### config.mk
export PLATFORM = sky130hd
export DESIGN_NAME = lcd_text_formatter
export DESIGN_NICKNAME = d
export VERILOG_FILES = /design/src/rtl/lcd_text_formatter_pkg.sv /design/src/rtl/bin_to_bcd_seq.sv /design/src/rtl/lcd_text_formatter.sv
export SDC_FILE = /design/constraint.sdc
export NUM_CORES = 1
export LEC_CHECK = 0
export BUFFER_PORTS_ARGS = -buffer_cell sky130_fd_sc_hd__buf_2
export CAP_MARGIN = 20
export CORE_MARGIN = 5
export CORE_UTILIZATION = 59
export DETAILED_ROUTE_END_ITERATION = 8
export GPL_TIMING_DRIVEN = 0
export PLACE_DENSITY = 0.86
export SYNTH_ARGS = -nofsm -noshare
export SYNTH_HDL_FRONTEND = slang
export SYNTH_SLANG_ARGS = --single-unit
### constraint.sdc
create_clock -name i_clk -period 4.03 [get_ports i_clk]
set_clock_uncertainty 0.1 [all_clocks]
set_input_delay 0.806 -clock i_clk [delete_from_list [all_inputs] [get_ports i_clk]]
set_output_delay 0.806 -clock i_clk [all_outputs]
set_load 0.05 [all_outputs]
### src/rtl/lcd_text_formatter_pkg.sv
// -----------------------------------------------------------------------------
// lcd_text_formatter_pkg
// Shared definitions for the LCD text formatter:
//   - ASCII constants used to build the 2x16 character frame
//   - line base address and per-line field offsets
//   - FSM state encoding
//   - helpers that map a field position plus BCD digits to a character
// -----------------------------------------------------------------------------
package lcd_text_formatter_pkg;

  // ASCII / LCD character codes
  localparam logic [7:0] CH_SPACE  = 8'h20;
  localparam logic [7:0] CH_MINUS  = 8'h2D;
  localparam logic [7:0] CH_DOT    = 8'h2E;
  localparam logic [7:0] CH_DEGREE = 8'hDF;
  localparam logic [7:0] CH_ZERO   = 8'h30;
  localparam logic [7:0] CH_T      = 8'h54;
  localparam logic [7:0] CH_H      = 8'h48;
  localparam logic [7:0] CH_EQ     = 8'h3D;
  localparam logic [7:0] CH_C      = 8'h43;
  localparam logic [7:0] CH_PCT    = 8'h25;

  // Frame geometry: line 0 at 0..15, line 1 at 16..31
  localparam logic [4:0] LINE1_BASE = 5'd16;
  localparam logic [4:0] FRAME_LAST = 5'd31;

  // Field offsets within a line (both lines share the same numeric layout)
  localparam logic [3:0] POS_LABEL  = 4'd0;
  localparam logic [3:0] POS_EQ     = 4'd1;
  localparam logic [3:0] POS_SIGN   = 4'd3;  // line 0 sign / line 1 hundreds
  localparam logic [3:0] POS_TENS   = 4'd4;
  localparam logic [3:0] POS_UNITS  = 4'd5;
  localparam logic [3:0] POS_DOT    = 4'd6;
  localparam logic [3:0] POS_TENTHS = 4'd7;
  localparam logic [3:0] POS_UNIT   = 4'd8;  // degree sign / percent
  localparam logic [3:0] POS_C      = 4'd9;

  typedef enum logic [2:0] {
    S_INIT  = 3'd0,
    S_IDLE  = 3'd1,
    S_LATCH = 3'd2,
    S_BCD_T = 3'd3,
    S_WR_T  = 3'd4,
    S_BCD_H = 3'd5,
    S_WR_H  = 3'd6,
    S_DONE  = 3'd7
  } state_t;

  function automatic logic [7:0] digit_ch(input logic [3:0] d);
    return CH_ZERO + {4'h0, d};
  endfunction

  // Line 0 character. bcd = {tens, units, tenths} of |temp|.
  function automatic logic [7:0] t_char(input logic [3:0] pos, input logic [11:0] bcd,
                                        input logic neg, input logic oor);
    logic [7:0] c;
    logic       blank;
    blank = (bcd[11:8] == 4'd0);
    c     = CH_SPACE;
    case (pos)
      POS_LABEL:  c = CH_T;
      POS_EQ:     c = CH_EQ;
      // With tens blanked the minus slides right next to the units digit.
      POS_SIGN:   c = (oor || (neg && !blank)) ? CH_MINUS : CH_SPACE;
      POS_TENS:   c = oor ? CH_MINUS : (blank ? (neg ? CH_MINUS : CH_SPACE) : digit_ch(bcd[11:8]));
      POS_UNITS:  c = oor ? CH_MINUS : digit_ch(bcd[7:4]);
      POS_DOT:    c = CH_DOT;
      POS_TENTHS: c = oor ? CH_MINUS : digit_ch(bcd[3:0]);
      POS_UNIT:   c = CH_DEGREE;
      POS_C:      c = CH_C;
      default:    c = CH_SPACE;
    endcase
    return c;
  endfunction

  // Line 1 character. bcd = {hundreds, tens, units, tenths} of humidity.
  function automatic logic [7:0] h_char(input logic [3:0] pos, input logic [15:0] bcd,
                                        input logic oor);
    logic [7:0] c;
    logic       hund_z;
    hund_z = (bcd[15:12] == 4'd0);
    c      = CH_SPACE;
    case (pos)
      POS_LABEL:  c = CH_H;
      POS_EQ:     c = CH_EQ;
      POS_SIGN:   c = oor ? CH_MINUS : (hund_z ? CH_SPACE : digit_ch(bcd[15:12]));
      POS_TENS:   c = oor ? CH_MINUS :
                      ((hund_z && bcd[11:8] == 4'd0) ? CH_SPACE : digit_ch(bcd[11:8]));
      POS_UNITS:  c = oor ? CH_MINUS : digit_ch(bcd[7:4]);
      POS_DOT:    c = CH_DOT;
      POS_TENTHS: c = oor ? CH_MINUS : digit_ch(bcd[3:0]);
      POS_UNIT:   c = CH_PCT;
      default:    c = CH_SPACE;
    endcase
    return c;
  endfunction

endpackage

### src/rtl/bin_to_bcd_seq.sv
// -----------------------------------------------------------------------------
// bin_to_bcd_seq
// Sequential double-dabble: 10-bit unsigned binary to 4 BCD digits.
// One shift per cycle; every digit >= 5 gets +3 before each shift.
// Ports:
//   i_clk, i_rst  clock, synchronous active-high reset
//   start_i       load bin_i and begin conversion (ignored by nothing; restarts)
//   bin_i [9:0]   value to convert, sampled when start_i is high
//   bcd_o [15:0]  {thousands, hundreds, tens, units}; held until next start
//   done_o        high in the 10th cycle after the start cycle, i.e. the
//                 cycle of the final shift; bcd_o is final from the next cycle
// -----------------------------------------------------------------------------
module bin_to_bcd_seq (
  input  logic        i_clk,
  input  logic        i_rst,
  input  logic        start_i,
  input  logic [9:0]  bin_i,
  output logic [15:0] bcd_o,
  output logic        done_o
);

  logic [9:0]  bin_q;
  logic [15:0] bcd_q;
  logic [3:0]  cnt_q;
  logic [15:0] adj;

  always_comb begin
    adj = bcd_q;
    for (int i = 0; i < 4; i++) begin
      if (bcd_q[4*i +: 4] >= 4'd5) adj[4*i +: 4] = bcd_q[4*i +: 4] + 4'd3;
    end
  end

  always_ff @(posedge i_clk) begin
    if (i_rst) begin
      bin_q <= '0;
      bcd_q <= '0;
      cnt_q <= '0;
    end else if (start_i) begin
      bin_q <= bin_i;
      bcd_q <= '0;
      cnt_q <= 4'd10;
    end else if (cnt_q != 4'd0) begin
      bcd_q <= {adj[14:0], bin_q[9]};
      bin_q <= {bin_q[8:0], 1'b0};
      cnt_q <= cnt_q - 4'd1;
    end
  end

  assign bcd_o  = bcd_q;
  assign done_o = (cnt_q == 4'd1);

endmodule

### src/rtl/lcd_text_formatter.sv
// -----------------------------------------------------------------------------
// lcd_text_formatter
// Converts one temperature/humidity sample into a fixed 2x16 character frame
// stored in a 32x8 frame RAM, read by the LCD driver through a registered port.
// Ports:
//   i_clk, i_rst     clock, synchronous active-high reset (restarts INIT,
//                    abandoning any partial frame)
//   i_valid/o_in_ready  sample handshake
//   i_temp [15:0]    signed temperature, 0.1 degC
//   i_hum  [15:0]    unsigned humidity, 0.1 %RH
//   o_done           one-cycle pulse when a frame is fully written
//   o_frame_cnt[7:0] completed frames, wraps
//   i_rd_addr[9:0]   driver read address
//   o_rd_data[7:0]   RAM[i_rd_addr] one cycle later; 0x20 for addr >= 32
// Handshake: a sample transfers on an edge where i_valid && o_in_ready.
// o_in_ready is high only in IDLE and does not depend on i_valid; i_valid is
// ignored whenever o_in_ready is low.
// Timeline after the accepting edge (cycles): LATCH 1, BCD_T 10, WR_T 16,
// BCD_H 10, WR_H 16, DONE 1 -> o_done in cycle 54, next accept in cycle 55.
// -----------------------------------------------------------------------------
module lcd_text_formatter
  import lcd_text_formatter_pkg::*;
#(
  parameter int T_MIN = -999,
  parameter int T_MAX = 999,
  parameter int H_MAX = 1000
) (
  input  logic       i_clk,
  input  logic       i_rst,
  input  logic       i_valid,
  output logic       o_in_ready,
  input  logic [15:0] i_temp,
  input  logic [15:0] i_hum,
  output logic       o_done,
  output logic [7:0] o_frame_cnt,
  input  logic [9:0] i_rd_addr,
  output logic [7:0] o_rd_data
);

  localparam logic signed [15:0] TMinW = T_MIN[15:0];
  localparam logic signed [15:0] TMaxW = T_MAX[15:0];
  localparam logic [15:0]        HMaxW = H_MAX[15:0];

  state_t      state_q, state_d;
  logic [4:0]  idx_q, idx_d;
  logic [7:0]  frame_cnt_q, frame_cnt_d;
  logic [7:0]  rd_data_q;
  logic [7:0]  ram_q [32];

  logic        t_neg_q, t_oor_q, h_oor_q;
  logic [9:0]  t_mag_q, h_mag_q;

  logic        accept;
  logic        t_oor_c, h_oor_c;
  logic [15:0] t_abs;
  logic        unused_bits;

  logic        we;
  logic [7:0]  wr_data;
  logic        bcd_start, bcd_done;
  logic [9:0]  bcd_in;
  logic [15:0] bcd_val;

  assign accept  = (state_q == S_IDLE) && i_valid;
  assign t_oor_c = ($signed(i_temp) < TMinW) || ($signed(i_temp) > TMaxW);
  assign h_oor_c = (i_hum > HMaxW);
  assign t_abs   = i_temp[15] ? (~i_temp + 16'd1) : i_temp;
  // In-range magnitudes fit 10 bits; the upper bits only matter for the range check.
  assign unused_bits = ^{t_abs[15:10], i_hum[15:10]};

  bin_to_bcd_seq u_bcd (
    .i_clk   (i_clk),
    .i_rst   (i_rst),
    .start_i (bcd_start),
    .bin_i   (bcd_in),
    .bcd_o   (bcd_val),
    .done_o  (bcd_done)
  );

  always_comb begin
    state_d     = state_q;
    idx_d       = idx_q;
    frame_cnt_d = frame_cnt_q;
    we          = 1'b0;
    wr_data     = CH_SPACE;
    bcd_start   = 1'b0;
    bcd_in      = t_mag_q;
    case (state_q)
      S_INIT: begin
        we = 1'b1;
        if (idx_q == FRAME_LAST) state_d = S_IDLE;
      end
      S_IDLE: begin
        if (accept) state_d = S_LATCH;
      end
      S_LATCH: begin
        bcd_start = 1'b1;
        state_d   = S_BCD_T;
      end
      S_BCD_T: begin
        if (bcd_done) state_d = S_WR_T;
      end
      S_WR_T: begin
        we      = 1'b1;
        wr_data = t_char(idx_q[3:0], bcd_val[11:0], t_neg_q, t_oor_q);
        // Humidity conversion starts on the last temperature write; that write
        // still sees the temperature digits because the converter updates at the edge.
        if (idx_q == LINE1_BASE - 5'd1) begin
          bcd_start = 1'b1;
          bcd_in    = h_mag_q;
          state_d   = S_BCD_H;
        end
      end
      S_BCD_H: begin
        bcd_in = h_mag_q;
        if (bcd_done) state_d = S_WR_H;
      end
      S_WR_H: begin
        we      = 1'b1;
        wr_data = h_char(idx_q[3:0], bcd_val, h_oor_q);
        if (idx_q == FRAME_LAST) begin
          state_d     = S_DONE;
          frame_cnt_d = frame_cnt_q + 8'd1;
        end
      end
      S_DONE: begin
        state_d = S_IDLE;
      end
      default: state_d = S_INIT;
    endcase
    if (we) idx_d = idx_q + 5'd1;
  end

  always_ff @(posedge i_clk) begin
    if (i_rst) begin
      state_q     <= S_INIT;
      idx_q       <= '0;
      frame_cnt_q <= '0;
    end else begin
      state_q     <= state_d;
      idx_q       <= idx_d;
      frame_cnt_q <= frame_cnt_d;
    end
  end

  always_ff @(posedge i_clk) begin
    if (i_rst) begin
      t_neg_q <= 1'b0;
      t_oor_q <= 1'b0;
      h_oor_q <= 1'b0;
      t_mag_q <= '0;
      h_mag_q <= '0;
    end else if (accept) begin
      t_neg_q <= i_temp[15];
      t_oor_q <= t_oor_c;
      h_oor_q <= h_oor_c;
      t_mag_q <= t_oor_c ? 10'd0 : t_abs[9:0];
      h_mag_q <= h_oor_c ? 10'd0 : i_hum[9:0];
    end
  end

  // Frame RAM: write port from the FSM, registered read-before-write port.
  always_ff @(posedge i_clk) begin
    if (we && !i_rst) ram_q[idx_q] <= wr_data;
  end

  always_ff @(posedge i_clk) begin
    if (i_rst) begin
      rd_data_q <= CH_SPACE;
    end else if (i_rd_addr < 10'd32) begin
      rd_data_q <= ram_q[i_rd_addr[4:0]];
    end else begin
      rd_data_q <= CH_SPACE;
    end
  end

  assign o_in_ready  = (state_q == S_IDLE);
  assign o_done      = (state_q == S_DONE);
  assign o_frame_cnt = frame_cnt_q;
  assign o_rd_data   = rd_data_q;

endmodule

==> key figures <==
STA
  • Final Max Tran Viols: 0
  • Final setup viols: 0
  • Tcrit/Tclk final: 87.3%
  • Hold Slack: approximately 0.37 ns
  • Tmin final: between 3 and 4 ns
  • Setup TNS: 0 ns
  • Worst Tran Pin Value: ~1.1 ns
  • Unrepaired setup endpoints after global routing: false
  • Final WS setup: 0.513 ns
  • Final hold vios: 0
  • FMAX: about 0.28 GHz
  • Slew headroom: about a quarter

Cells and area
  • Final layout net count: between 1000 and 1500
  • Share of layout cells above drive strength 1: roughly a fifth
  • ANT cells: 0
  • Fill count: 1630
  • Post-Layout Cell Count: around 1400
  • Most common cell after layout, fill and taps aside: edfxtp_1
  • Design area: roughly 16000 µm²
  • Area Overhead vs Synth: 13.0%
  • Most frequent cells in the layout: edfxtp_1 (256), nand2_1 (80), dfxtp_1 (77)

Outcome
  • Status: complete, no violations

Synth
  • Synth Cell Area: 14400 µm²
  • Top cells by area, synth: edfxtp_1 (54%), dfxtp_1 (11%), mux4_2 (8.2%)
  • Yosys top cell by area: edfxtp_1
  • YS warnings: 0
  • Post-synth EDFFs: about 260
  • Seq cells post-synth: about 330
  • Synth top area share: between 50% and 60%
  • Ys flop type: edfxtp_1
  • Cells after synthesis: 980
  • Distinct cells, synth: approximately 70
  • Sequential-to-total area share from yosys stat: 64.3%
  • Ys async rst share: 0%
  • Synth Net Count: between 1000 and 1500
  • Syn Area/Cell: roughly 15 µm²

Pwr
  • Power Dens Cells: 451 nW/µm²
  • Leak: approximately 5.6 nW
  • Max VDD drop: about 0.00030 V

CTS
  • CTS Hold Bufs: 0
  • Worst-path clk slew: 0.06 ns
  • H-Tree Level Count: 1
  • Clk Latency, worst-skew pair: roughly 0.56 ns
  • TritonCTS clock tree: yes
  • Clock Sinks: 333
  • Longest Clk Path Bufs: 3
  • CTS buffer count: 31
  • Clock root cell: clkbuf_16
  • Setup bufs post-CTS: 0
  • Cts repair resizes: 0

Detailed routing
  • Post-DRT Antenna Nets: 0
  • Number of remaining DRC errors: 0
  • Routed via count: ~9300
  • Via density: ~6.5
  • DR pass1 iterations: 7
  • Drt initial violations: 950
  • DR WL/cell: approximately 24 µm
  • Final wirelength: 34000 µm

Worst hold path
  • Hold Path Class: flip-flop to flip-flop

Setup path
  • CP arrival: around 3.8 ns
  • CP Launch Type: flip-flop
  • WS Path Type: flip-flop to flip-flop
  • Crit end category: flip-flop
  • Worst Path Max Fanout: 10
  • Critical Path RT: between 4 and 5 ns

Place
  • Placement Cell Area: 15200 µm²
  • Placer Congestion: 0.916
  • Number of port buffers: between 50 and 60
  • DPL Wire Length: roughly 22000 µm
  • Pre-CTS setup slack: slightly above 0.6 ns
  • Placed Instances: approximately 1400

Floorplanning
  • Die H: ~170 µm
  • Die Wd: roughly 170 µm
  • Row cnt: between 50 and 60
  • Initial core utilization: ~60%
  • I/O Pins: 63
  • Total die area: 27600 µm²
  • Core Region: between 20000 and 25000 µm²

GRT
  • Global route overflow: 0
  • Largest net degree at the start of global routing: 33
  • First-pass GRT wire length: 52700 µm
  • Initial antenna violation count: 0
  • Vias in the first global route: 9132
  • GRT Total Usage: 24.3%

Job
  • Max Cap Viol: 0
## cell type report
class | count | area, µm² | area share, %
plain buffers | 57 | 310 | 1.91
clock buffers | 45 | 890 | 5.48
clock inverters | 11 | 92.6 | 0.571
inverters | 29 | 109 | 0.671
multi-input cells | 561 | 4750 | 29.3
flip-flops and latches | 333 | 9230 | 56.9
well taps | 324 | 405 | 2.50
repair buffers | 74 | 445 | 2.74
## cells by family (layout without fill, tap and decap cells)
| group | count (synthesis) | count (layout) | share of synthesized area [%] |
|---|---|---|---|
| flops | 333 | 333 | 64.3 |
| compound gates | 175 | 175 | 8.31 |
| fa+ha+maj | 20 | 20 | 1.74 |
| simple gates | 252 | 252 | 8.28 |
| mux | 91 | 91 | 13.1 |
| buf+inv | 86 | 216 | 2.92 |
| xor+xnor | 23 | 23 | 1.40 |
## cells in the mapped netlist, drive strengths merged, types with 3 or more instances
cell type	n
buf	19
dfxtp	77
a21oi	53
mux4	71
o21ai	30
a311oi	10
or4	3
nand4	4
nand3	25
inv	29
ha	20
and3	9
xor2	7
clkbuf	37
nand2	80
nand2b	11
a211oi	6
nor2	69
nor3b	5
or3	3
a22oi	16
edfxtp	256
and2	6
o31ai	4
nor3	18
o22ai	6
mux2i	19
a221oi	16
xnor2	16
o211ai	3
nand3b	3
nor2b	7
o221ai	9
## metrics by stage
step | utilization (%) | power [mW]
2_1_floorplan | - | 4.32
3_3_place_gp | 62.4 | 4.52
3_5_place_dp | 63.2 | 4.54
4_1_cts | 67.3 | 7.32
5_1_grt | 67.3 | 7.59
6_report | 67.3 | 7.31
## routing by layer
metal	share of wire [%]	global-route usage, %	vias up	wire, µm
met1	38	32.0	4575	13000
met5	0	0	-	0
met3	7.9	3.38	94	2690
met4	3.3	6.89	0	1110
li1	-	-	4044	-
met2	51	42.8	556	17300
## final timing paths
path / startpoint / end / slack [ns] / cells after the start
worst max-delay path: idx_q[0] / u_bcd.bcd_o[9] / 0.51 / 11
worst max register to register: idx_q[0] / u_bcd.bcd_o[9] / 0.51 / 11
worst min register to register: t_mag_q[0] / t_mag_q[0] / 0.37 / 2
worst min-delay path: t_mag_q[0] / t_mag_q[0] / 0.37 / 2
## critical path, cell delays in order, from the launching register on
cell and delay (ns):
dfxtp_1 0.44, ha_1 0.22, clkbuf_1 0.37, clkbuf_1 0.40
and3_1 0.29, ha_1 0.20, and2_1 0.19, mux2i_1 0.17
nand2b_1 0.11, clkbuf_1 0.34, clkbuf_1 0.44, a21oi_1 0.09
## sequential cells by signal, summed over array words and instances (netlist names)
register,count
ram_q,256
h_oor_q,1
u_bcd.bin_q,10
t_neg_q,1
idx_q,5
u_bcd.bcd_o,16
o_rd_data,8
h_mag_q,10
t_mag_q,10
t_oor_q,1
u_bcd.cnt_q,4
o_frame_cnt,8
state_q,3
## where the power goes
group	total (mW)	switching (mW)	internal [mW]	leakage [nW]
clock network	2.83	1.23	1.60	0.479
logic	0.731	0.482	0.249	2.07
registers	3.76	0.0548	3.70	3.07
(Power assumes the default switching activity.)
